`src/rtl/pipe_stage_skid.sv`:
```
// pipe_stage_skid
//   Valid/ready pipeline stage register with a 2-entry skid buffer.
//   It adds flush with bubble insertion and a saturating stall-cycle counter.
//   in_ready is registered, so no combinational ready path runs through the stage.
//
// Parameters
//   PC_W    width of PC field
//   IR_W    width of instruction field
//   NOP_IR  IR value driven while out_valid=0
//   CNT_W   width of stall counter
//
// Ports
//   clk        in   1      clock, rising edge
//   rst        in   1      synchronous active-high reset
//   flush      in   1      discard held and incoming entries
//   in_valid   in   1      upstream entry valid
//   in_ready   out  1      stage can accept (registered)
//   in_pc      in   PC_W   upstream PC
//   in_ir      in   IR_W   upstream instruction
//   out_valid  out  1      out_pc/out_ir hold a real entry
//   out_ready  in   1      downstream accepts this cycle
//   out_pc     out  PC_W   head PC, 0 when empty
//   out_ir     out  IR_W   head IR, NOP_IR when empty
//   stall_cnt  out  CNT_W  saturating count of out_valid & ~out_ready cycles
module pipe_stage_skid #(
  parameter int unsigned     PC_W   = 32,
  parameter int unsigned     IR_W   = 32,
  parameter logic [IR_W-1:0] NOP_IR = '0,
  parameter int unsigned     CNT_W  = 16
) (
  input  logic             clk,
  input  logic             rst,
  input  logic             flush,
  input  logic             in_valid,
  output logic             in_ready,
  input  logic [PC_W-1:0]  in_pc,
  input  logic [IR_W-1:0]  in_ir,
  output logic             out_valid,
  input  logic             out_ready,
  output logic [PC_W-1:0]  out_pc,
  output logic [IR_W-1:0]  out_ir,
  output logic [CNT_W-1:0] stall_cnt
);

  typedef enum logic [1:0] {
    ST_EMPTY,
    ST_ONE,
    ST_TWO
  } state_t;

  state_t            r_state;
  state_t            w_state_nxt;
  logic              r_in_ready;
  logic [PC_W-1:0]   r_main_pc;
  logic [IR_W-1:0]   r_main_ir;
  logic [PC_W-1:0]   r_skid_pc;
  logic [IR_W-1:0]   r_skid_ir;
  logic [CNT_W-1:0]  r_stall_cnt;

  logic              w_acc;
  logic              w_pop;
  logic              w_load_main_in;
  logic              w_load_main_skid;
  logic              w_load_skid;

  assign out_valid = (r_state != ST_EMPTY);
  assign in_ready  = r_in_ready;
  assign w_acc     = in_valid & r_in_ready;
  assign w_pop     = out_valid & out_ready;
  assign out_pc    = out_valid ? r_main_pc : '0;
  assign out_ir    = out_valid ? r_main_ir : NOP_IR;
  assign stall_cnt = r_stall_cnt;

  always_comb begin
    w_state_nxt      = r_state;
    w_load_main_in   = 1'b0;
    w_load_main_skid = 1'b0;
    w_load_skid      = 1'b0;
    case (r_state)
      ST_EMPTY: begin
        if (w_acc) begin
          w_state_nxt    = ST_ONE;
          w_load_main_in = 1'b1;
        end
      end
      ST_ONE: begin
        if (w_acc && w_pop) begin
          w_load_main_in = 1'b1;
        end else if (w_acc) begin
          w_state_nxt = ST_TWO;
          w_load_skid = 1'b1;
        end else if (w_pop) begin
          w_state_nxt = ST_EMPTY;
        end
      end
      ST_TWO: begin
        if (w_pop) begin
          w_state_nxt      = ST_ONE;
          w_load_main_skid = 1'b1;
        end
      end
      default: w_state_nxt = ST_EMPTY;
    endcase
    // Flush wins over any transfer: the offered entry is dropped and
    // both held entries are invalidated (a pop this cycle still completes).
    if (flush) begin
      w_state_nxt      = ST_EMPTY;
      w_load_main_in   = 1'b0;
      w_load_main_skid = 1'b0;
      w_load_skid      = 1'b0;
    end
  end

  always_ff @(posedge clk) begin
    if (rst) begin
      r_state    <= ST_EMPTY;
      r_in_ready <= 1'b1;
    end else begin
      r_state    <= w_state_nxt;
      // Ready is derived from the next state so it is available as a register.
      r_in_ready <= (w_state_nxt != ST_TWO);
    end
  end

  always_ff @(posedge clk) begin
    if (rst) begin
      r_main_pc <= '0;
      r_main_ir <= NOP_IR;
      r_skid_pc <= '0;
      r_skid_ir <= NOP_IR;
    end else begin
      if (w_load_main_in) begin
        r_main_pc <= in_pc;
        r_main_ir <= in_ir;
      end else if (w_load_main_skid) begin
        r_main_pc <= r_skid_pc;
        r_main_ir <= r_skid_ir;
      end
      if (w_load_skid) begin
        r_skid_pc <= in_pc;
        r_skid_ir <= in_ir;
      end
    end
  end

  always_ff @(posedge clk) begin
    if (rst) begin
      r_stall_cnt <= '0;
    end else if (out_valid && !out_ready && (r_stall_cnt != '1)) begin
      r_stall_cnt <= r_stall_cnt + {{(CNT_W-1){1'b0}}, 1'b1};
    end
  end

endmodule
```
`config.mk`:
```
export PLATFORM = sky130hd
export DESIGN_NAME = pipe_stage_skid
export DESIGN_NICKNAME = d
export VERILOG_FILES = /design/src/rtl/pipe_stage_skid.sv
export SDC_FILE = /design/constraint.sdc
export NUM_CORES = 1
export LEC_CHECK = 0
export CORE_ASPECT_RATIO = 1.4
export CORE_MARGIN = 2
export CORE_UTILIZATION = 35
export DETAILED_ROUTE_END_ITERATION = 16
export PLACE_DENSITY_LB_ADDON = 0.25
export SLEW_MARGIN = 25
export SYNTH_ARGS = -nofsm -noshare
export SYNTH_HDL_FRONTEND = slang
export SYNTH_SLANG_ARGS = --single-unit
```
`constraint.sdc`:
```
create_clock -name clk -period 2.6 [get_ports clk]
set_input_delay 0.78 -clock clk [delete_from_list [all_inputs] [get_ports clk]]
set_output_delay 0.78 -clock clk [all_outputs]
set_load 0.02 [all_outputs]
```
### Yosys cells after proc, flatten, opt, wreduce, memory -nomap -nowiden

Cells that the tools add are included.

| operators by class | value |
|---|---|
| add/sub/neg operators | 1 |
| eq/ne operators | 4 |
| muxes and demuxes | 23 |
| bitwise operators | 2 |
| reduce and logical (&&, ||, !) cells | 7 |

Operators by type and width:

| cell | count |
|---|---|
| $mux 32 | 6 |
| $add 16x1->16 const B | 1 |
| $ne 16x16->1 const B | 1 |
| $mux 2 | 6 |
| $mux 1 | 9 |
| $pmux 2 s3 | 1 |
| $reduce_bool 2->1 | 2 |
| $logic_and 1x1->1 | 3 |
| $and 1x1->1 | 2 |
| $eq 2x1->1 const B | 1 |
| $eq 2x2->1 const B | 1 |
| $logic_not 2->1 | 1 |
| $ne 2x2->1 const B | 1 |
| $pmux 1 s2 | 1 |
| $logic_not 1->1 | 1 |

| word-level totals | value |
|---|---|
| flip-flop bits (word level) | 147 |
| input bits | 69 |
| output and inout port bits | 82 |
| logic and storage cells | 44 |

### Longest topological paths before layout

Gate-level depths: netlist (run 1).

| logic depth | value |
|---|---|
| word-level depth | 8 |
| mapped depth | 7 |
| mapped depth without buffers | 5 |

### Least setup slack after synthesis (run 1)

No wires, ideal clock.

| timing | value |
|---|---|
| path kind | register -> output |
| start | register r_state[1] |
| end | output out_ir[0] |
| arrival time | 1.284 ns |
| required time | 1.820 ns |
| setup slack | 0.536 ns |
| cell stages (with the launch flop) | 6 |
| buffers on the path | 3 |
| cells stage by stage | dfxtp_1 > buf_4 > or2_2 > clkbuf_1 > clkbuf_1 > and2_1 |

| on the way | value |
|---|---|
| word-level cells in the longest chain between the ends | 2 |

RTL lines:

| what | line | source |
|---|---|---|
| from (decl) | 51 | `state_t r_state;` |
| from (signal assigned) | 119 | `r_state <= w_state_nxt;` |
| $reduce_bool 2->1 | 66 | `assign out_valid = (r_state != ST_EMPTY);` |
| $mux 32 | 71 | `assign out_ir = out_valid ? r_main_ir : NOP_IR;` |
| to (decl) | 41 | `output logic [IR_W-1:0] out_ir,` |

No other way between the ends.

### Final worst setup path (run 1)

| timing | value |
|---|---|
| start | register r_state[1] |
| end | output out_pc[20] |

| on the way | value |
|---|---|
| word-level cells in the longest chain between the ends | 2 |

RTL lines:

| what | line | source |
|---|---|---|
| $reduce_bool 2->1 | 66 |  |
| $mux 32 | 70 | `assign out_pc = out_valid ? r_main_pc : '0;` |
| to (decl) | 40 | `output logic [PC_W-1:0] out_pc,` |

No other way between the ends.

==> flow_results.org, run 1 <==
** Status
- The flow ran to the end, and the final reports show no timing, DRC or antenna violations.

** Floorplan
- The floorplan step defined a die boundary enclosing 0.02076 mm².
- Area of the core :: 0.01922 mm²
- The floorplan has 60 rows.
- During I/O placement, the number of pins put on the boundary was 151.
- Starting utilization of the core area :: 35.70%
- Die boundary height :: 169.7 µm
- Die Width :: 122.3 µm

** Synth
- Yosys attributes the largest share of cell area to dfxtp_1 (43%), a211oi_2 (12%), mux2i_1 (9.5%).
- Count of flip-flops with a built-in enable after synthesis :: 0
- Synth Register Bits :: 147
- For this run, the leading register cell type out of synthesis is dfxtp_1.
- Mean instance size in the synthesized netlist :: 9.149 µm²
- The synthesized design spends more area on one cell type than any other, namely dfxtp_1.
- The top cell type by area accounts for 42.89% of the synthesized area.
- Synthesis handed over a netlist of 750 instances.
- The number of nets handed over by synthesis was 820.
- After synthesis, the share of flip-flops with an asynchronous set or reset is 0%.
- Mapped Area :: 0.006862 mm²
- Yosys synthesis warning count :: 0
- For this run, the register share of the synthesized area comes to 42.89%.
- Number of distinct library cells after synthesis :: 41

** Final layout
- From synthesis to final layout, the design area changed by 31.97%.
- Most common cell after layout, fill and taps aside :: dfxtp_1
- Non-filler instance count after layout :: 1142
- Antenna diodes :: 0
- Of the cells placed in the final design, the portion with a size suffix greater than 1 is 14.88%.
- Top library cells by usage in the layout, fill and taps aside :: dfxtp_1 (147), nand2_1 (136), clkdlybuf4s50_1 (84)
- The final layout contains 951 nets.

** Placed design
- After detailed placement, the design holds a cell count of 1110.
- Detailed placement ended at an HPWL of 10570 µm.
- Routability-driven placement finished with a final weighted congestion of 0.7383.
- IO buf count :: 150

** Clocking
- Clock-pin transition on the worst setup and hold timing paths :: 0.07 ns
- Clock Tree Root :: clkbuf_16
- Maximum count of clock buffers along a single path :: 2
- Number of clock sinks :: 147
- The H-tree generated during clock tree synthesis spans 4 levels.
- Post-cts hold buffer count :: 0
- Worst skew pair latency :: 0.42 ns
- Clock tree from TritonCTS :: yes
- The number of clock buffers added by TritonCTS is 17.

** STA
- The count of final max-slew check failures is 0.
- Final min period :: 2.530 ns
- Worst clock skew :: 0.009316 ns
- Setup repair after global routing could not meet its margin everywhere.
- Derived from the worst setup path, the maximum achievable clock frequency is 395.3 MHz.
- Summed over all failing endpoints, the final setup total negative slack is 0 ns.
- Dividing the final minimum period by the clock period gives 97.30%.
- Slew at the pin closest to its max-slew limit :: 0.5999 ns
- In this run the tightest slew margin relative to its limit is 60.00%.
- Setup violations remaining at the end of the flow were counted as 0.
- Number of failing hold endpoints at the final stage :: 0

** Power
- For this design the ratio of total power to cell area is 582.5 mW/mm².
- In this run the power spent charging and discharging nets is 1.347 mW.
- Across the VDD grid, the largest voltage drop is 340.9 µV.
- Portion of total power attributed to the clock network :: 45.3%
- Sequential cells burn 44.9% of the power.
- The internal portion of the total power is 3.928 mW.
- Combinational share of power :: 9.8%
- Net switching is 25.53% of the power.
- Post-layout power :: 5.275 mW
- The analysis attributes to cell leakage a power of 3.208 nW.

** Worst setup path
- For the worst setup path, the data required time is 1.82 ns.
- Worst setup path end :: out_pc[20]
- In this run the register-to-register setup slack is 0.75 ns.
- Measured in cells, the most critical reg-to-reg path has a length of 6.
- Data on the critical path arrives at its endpoint at 1.75 ns.
- In this run the critical register-to-register path is launched from r_state[0].
- The worst setup path is captured at a primary output.
- Crit Reg-Reg Endpoint :: r_skid_pc[22]
- Slowest Stage Delay on Critical Path :: 0.33 ns
- STA classifies the critical path startpoint as a flip-flop.
- Startpoint-to-endpoint class of the critical path :: flip-flop to primary output
- Source of the critical timing path :: r_state[1]
- Crit path cell chain :: or2_2, buf_6, and2_1, dlygate4sd2_1
- Largest fanout of any net on the critical path :: 24
- Cell with the largest stage delay on the worst path :: or2_2

** Min path
- The worst hold path was traced through 2 stages.
- The path class of the tightest hold or removal check is flip-flop to flip-flop.

** Drt
- Summing over every cut layer, the via total after detailed routing is 5584.
- After detailed routing, the number of remaining DRC violations is 0.
- The first routing iteration left 278 violations.
- Detailed-route wire length on metal 1 :: 7319 µm
- Summed over all nets, wire length on met3 after detailed routing comes to 860 µm.
- The highest layer touched by signal routing is met4.
- Number of detailed-routing iterations run before antenna repair :: 5
- The routed design has 16680 µm of wire.
- Per-cell via count in the routed design :: 4.890
- Antenna-violating nets left :: 0
- Met2 routed wirelength :: 8255 µm
- Dividing the detail-routed wire length by the instance count gives 14.61 µm.

** GRT
- The initial antenna violation count is 0.
- In the global route stage, overall resource usage came out at 15.94%.
- The number of global-route vias before repair came to 5169.
- Entering global routing, the biggest net connects 65 pins.
- Total overflow reported by the global router :: 0
- Wire length of the first global-routing pass :: 26280 µm

** Run
- Number of max-cap violations :: 0
[state kept, by name (all words and copies together) (netlist names)]
register,flops
r_skid_pc,32
r_skid_ir,32
r_main_ir,32
r_state,2
r_main_pc,32
in_ready,1
stall_cnt,16
[synthesized netlist by cell type, drive strengths merged, types with 2 or more instances]
master,number
o41ai,2
inv,4
and2,66
mux2i,65
o31ai,8
nor2,67
or4,10
nand3,6
o21ai,3
buf,39
mux2,2
a211oi,66
nor4,2
or2,2
dfxtp,147
nand4,2
or3,2
nor3,2
nor2b,3
clkbuf,23
nand2,136
and4,5
a21oi,76
and3,2
[timing repair]
item                                    CTS  global route
endpoints found under the setup margin   65            22
setup buffers                             0             0
resized for setup                        66            20
[final cells by class]
class	count	area [µm²]
repair buffers	174	1724
flip-flops and latches	147	2943
multi-input cells	537	3487
clock inverters	15	150.1
well taps	248	310.3
fillers	1917	10160
inverters	4	15.01
clock buffers	17	425.4
[cell families after synthesis]
kind of cell             count (synthesis)  share of synthesized area [%]
adder cells (fa/ha/maj)                  1                         0.1823
AO/OA/AOI/OAI                          159                          19.27
multiplexers                            67                          9.810
flip-flops                             147                          42.89
AND/OR/NAND/NOR                        310                          21.41
buffers and inverters                   66                          6.437
[how the worst min path moves through the flow]
stage | from | to | slack (ns)
final | r_skid_pc[20] | r_skid_pc[20] | 0.45
after global placement | r_skid_ir[21] | r_skid_ir[21] | 0.44
after global routing | r_skid_pc[14] | r_skid_pc[14] | 0.47
after floorplan | r_skid_ir[0] | r_skid_ir[0] | 0.44
after detailed placement | r_skid_pc[3] | r_skid_pc[3] | 0.45
after CTS | r_skid_pc[3] | r_skid_pc[3] | 0.46
[metal layers]
layer / vias to the layer above / GRT usage (%)
li1: 2840 / -
met1: 2621 / 19.11
met2: 106 / 27.03
met3: 17 / 4.603
met4: 0 / 5.397
met5: - / 0
[worst max-delay path: cells and delay by family (launching register included)]
family	cells	cell delay [ns]
AND/OR/NAND/NOR	2	0.52
flip-flops	1	0.31
buffers and inverters	2	0.51
[metrics by stage]
stage / hold WS [ns] / worst slack (ns) / cell area, µm² / utilization (%)
after floorplan: 0.4360 / 0.5359 / 6862 / -
after global placement: 0.4431 / -0.03611 / 8538 / 44.43
after detailed placement: 0.4473 / -0.06543 / 8538 / 44.43
after CTS: 0.4566 / 0.02099 / 9036 / 47.02
after global routing: 0.4738 / -0.005063 / 9055 / 47.12
final: 0.4542 / 0.07011 / 9055 / 47.12
[power by group through the flow]
stage	Clock (mW)	Sequential, mW	Combinational [mW]
detailed placement	0	2.42	0.537
floorplan	0	2.41	0.323
finish	2.39	2.37	0.517
CTS	2.45	2.37	0.524
global placement	0	2.42	0.532
global route	2.55	2.38	0.565
Note: power is estimated with default switching activity, not from simulation.
==> run 2: changes to the inputs <==
Settings changed: CORE_UTILIZATION 35 to 32.
Clock period 2.6 ns to 2.9 ns, I/O delays scaled along.
==> flow_results.org, run 2 (same netlist as run 1, synthesis figures left out) <==
** STA
- The count of final max-slew check failures came to 0 (unchanged).
- Slew at the pin closest to its max-slew limit :: 0.8278 ns (was 0.5999 ns)
- Setup repair after global routing missed its margin: false (was true).
- Based on the critical path, the design can be clocked at up to 354.1 MHz.
- The final number of hold-violating endpoints was 0 (unchanged).
- The total negative slack for setup checks was 0 ns (unchanged).
- Portion of the clock cycle consumed by the worst path in the final layout :: 97.38%
- Final min period :: 2.824 ns
- The normalized max-slew margin is 44.82% (was 60.00%).
- Worst clock skew :: 0.006270 ns (was 0.009316 ns)
- The setup violation total in the final timing report was 0 (unchanged).

** Final layout
- Top library cells by usage in the layout, fill and taps aside: dfxtp_1 (147), nand2_1 (136), clkdlybuf4s50_1 (113) (was dfxtp_1 (147), nand2_1 (136), clkdlybuf4s50_1 (84)).
- The number of fillers in the final layout is 2129 (was 1917).
- The number of antenna diodes was 0 (unchanged).
- The growth of design area from synthesis to finish is 31.66% (was 31.97%).
- FF/Latch Area :: 0.002943 mm² (unchanged)
- The combined area of the multi-input logic cells is 0.003487 mm² (unchanged).
- Final net count :: 941 (was 951)
- The fraction of final layout cells sized beyond drive strength 1 was 13.80% (was 14.88%).
- The core occupancy in the finished layout is 42.76% (was 47.12%).
- The commonest non-fill, non-tap cell in the layout was dfxtp_1 (unchanged).

** Worst setup path
- The required time at the worst-slack endpoint is 2.03 ns (was 1.82 ns).
- The critical path data arrival time was 1.95 ns (was 1.75 ns).
- The maximum fanout along the worst path was 42 (was 24).
- The type of origin of the critical path is a flip-flop (unchanged).
- Endpoint class of the critical path :: primary output (unchanged)
- Startpoint-to-endpoint class of the critical path :: flip-flop to primary output (unchanged)
- R2R depth :: 5 (was 6)

** Clocking
- Number of clock sinks :: 147 (unchanged)
- The count of hold buffers inserted by post-cts repair is 0 (unchanged).
- H-Tree Level Count :: 4 (unchanged)
- The number of buffers created by CTS came to 17 (unchanged).
- The maximum number of buffers from clock root to sink came to 2 (unchanged).
- The root cell of the clock tree is clkbuf_16 (unchanged).
- Worst skew pair latency :: 0.42 ns (about the same)
- The TritonCTS clock tree was yes (unchanged).
- The clock transition time at the flip-flop clock pins of the worst setup and hold paths is 0.06 ns (was 0.07 ns).

** Floorplan
- The starting utilization of the core area was 32.48% (was 35.70%).
- Area of the core :: 0.02113 mm² (was 0.01922 mm²)
- Die boundary height :: 177.3 µm (was 169.7 µm)
- The top-level I/O count came to 151 (unchanged).
- The horizontal extent of the die is 127.8 µm (was 122.3 µm).
- DIE AREA :: 0.02265 mm² (was 0.02076 mm²)
- Floorplan row count :: 63 (was 60)

** Power
- The leakage power was 3.269 nW (was 3.208 nW).
- The power per cell area is 512.0 mW/mm² (was 582.5 mW/mm²).
- The worst supply voltage drop on vdd came to 337.5 µV (was 340.9 µV).

** Drt
- The final antenna-violating net count is 0 (unchanged).
- Number of detailed-routing iterations run before antenna repair :: 4 (was 5)
- Average routed wire per standard cell :: 14.87 µm (was 14.61 µm)
- The vias after detailed routing was 5566 (was 5584).
- The final routed DRC violation total came to 0 (unchanged).
- The violation count after the first detailed-route iteration came to 328 (was 278).
- Per-cell via count in the routed design :: 4.865 (was 4.890)
- Total wire length :: 17010 µm (was 16680 µm)

** Placed design
- The final weighted congestion of routability-driven global placement came to 0.7194 (was 0.7383).
- IO buf count :: 150 (unchanged)
- Detailed placer's ending HPWL :: 10510 µm (was 10570 µm)

** Run
- Number of max-cap violations :: 0 (unchanged)

** GRT
- The initial antenna violation count came to 0 (unchanged).
- Vias in the first global route :: 5404 (was 5169)
- The first-pass GRT wire length is 27220 µm (was 26280 µm).
- The final global-route overflow total came to 0 (unchanged).
- Maximum number of pins on one net before global-route repair :: 89 (was 65)
- The all-layer global routing usage is 15.10% (was 15.94%).

** Min path
- Path type of the worst min-delay path :: flip-flop to flip-flop (unchanged)
- The number of cells on the worst hold path came to 2 (unchanged).

** Status
- Outcome :: finished clean (unchanged)
[run 2: changes by cell type in the layout (fill, tap and decap cells not counted)]
cell,delta
inv_8,-1
dlygate4sd2_1,-24
clkinv_4,+1
bufinv_16,-1
dlymetal6s2s_1,+14
clkdlybuf4s50_1,+29
buf_6,-1
clkdlybuf4s15_1,-18
clkbuf_2,-1
clkinv_2,+1
buf_4,-9
[run 2: metrics by stage]
stage / instances / setup WS (ns) / total power, mW / instance area, µm² / hold slack, ns
after floorplan: 750 / 0.7459 / 2.449 / 6862 / 0.4360
after global placement: 1112 / 0.1206 / 2.638 / 8478 / 0.4429
after detailed placement: 1112 / 0.1026 / 2.645 / 8478 / 0.4485
after CTS: 1144 / 0.008457 / 4.718 / 8999 / 0.4580
after global routing: 1144 / 0.0009655 / 4.833 / 9034 / 0.4712
final: 1144 / 0.07600 / 4.625 / 9034 / 0.4523
[run 2: layout make-up]
type | count | share of cell area [%]
sequential | 147 | 32.58
tap | 260 | 3.601
timing repair buffer | 164 | 18.99
clock inverter | 15 | 1.357
multi-input combinational | 537 | 38.60
inverter | 4 | 0.1662
clock buffer | 17 | 4.709
[run 2: metal layers]
metal | up-vias | global-route usage (%) | wire length (µm)
met1 | 2621 | 17.78 | 7342
met3 | 14 | 4.293 | 859
li1 | 2829 | - | -
met4 | 0 | 4.121 | 163
met5 | - | 0 | 0
met2 | 102 | 26.69 | 8643
[run 2: report_power, final]
group	internal, mW	total, mW	switching (mW)
sequential	2.09	2.12	0.0325
combinational	0.225	0.462	0.237
clock	1.11	2.04	0.927
[run 2: worst max-delay path: stages, from the launching register on]
cell and delay [ns]:
dfxtp_1 0.31, or2_2 0.33, buf_12 0.18, and2_1 0.18
clkdlybuf4s50_1 0.53
[run 2: final timing paths]
check,endpoint,slack [ns],startpoint
min,r_skid_ir[6],0.45,r_skid_ir[6]
max reg2reg,stall_cnt[13],1.01,r_state[0]
min reg2reg,r_skid_ir[6],0.45,r_skid_ir[6]
max,out_ir[11],0.08,r_state[1]
[run 2: what timing repair did]
action	4_1_cts	5_1_grt
setup buffers	0	0
hold endpoints to repair	0	0
setup endpoints to repair	22	14
gates resized for setup	22	14
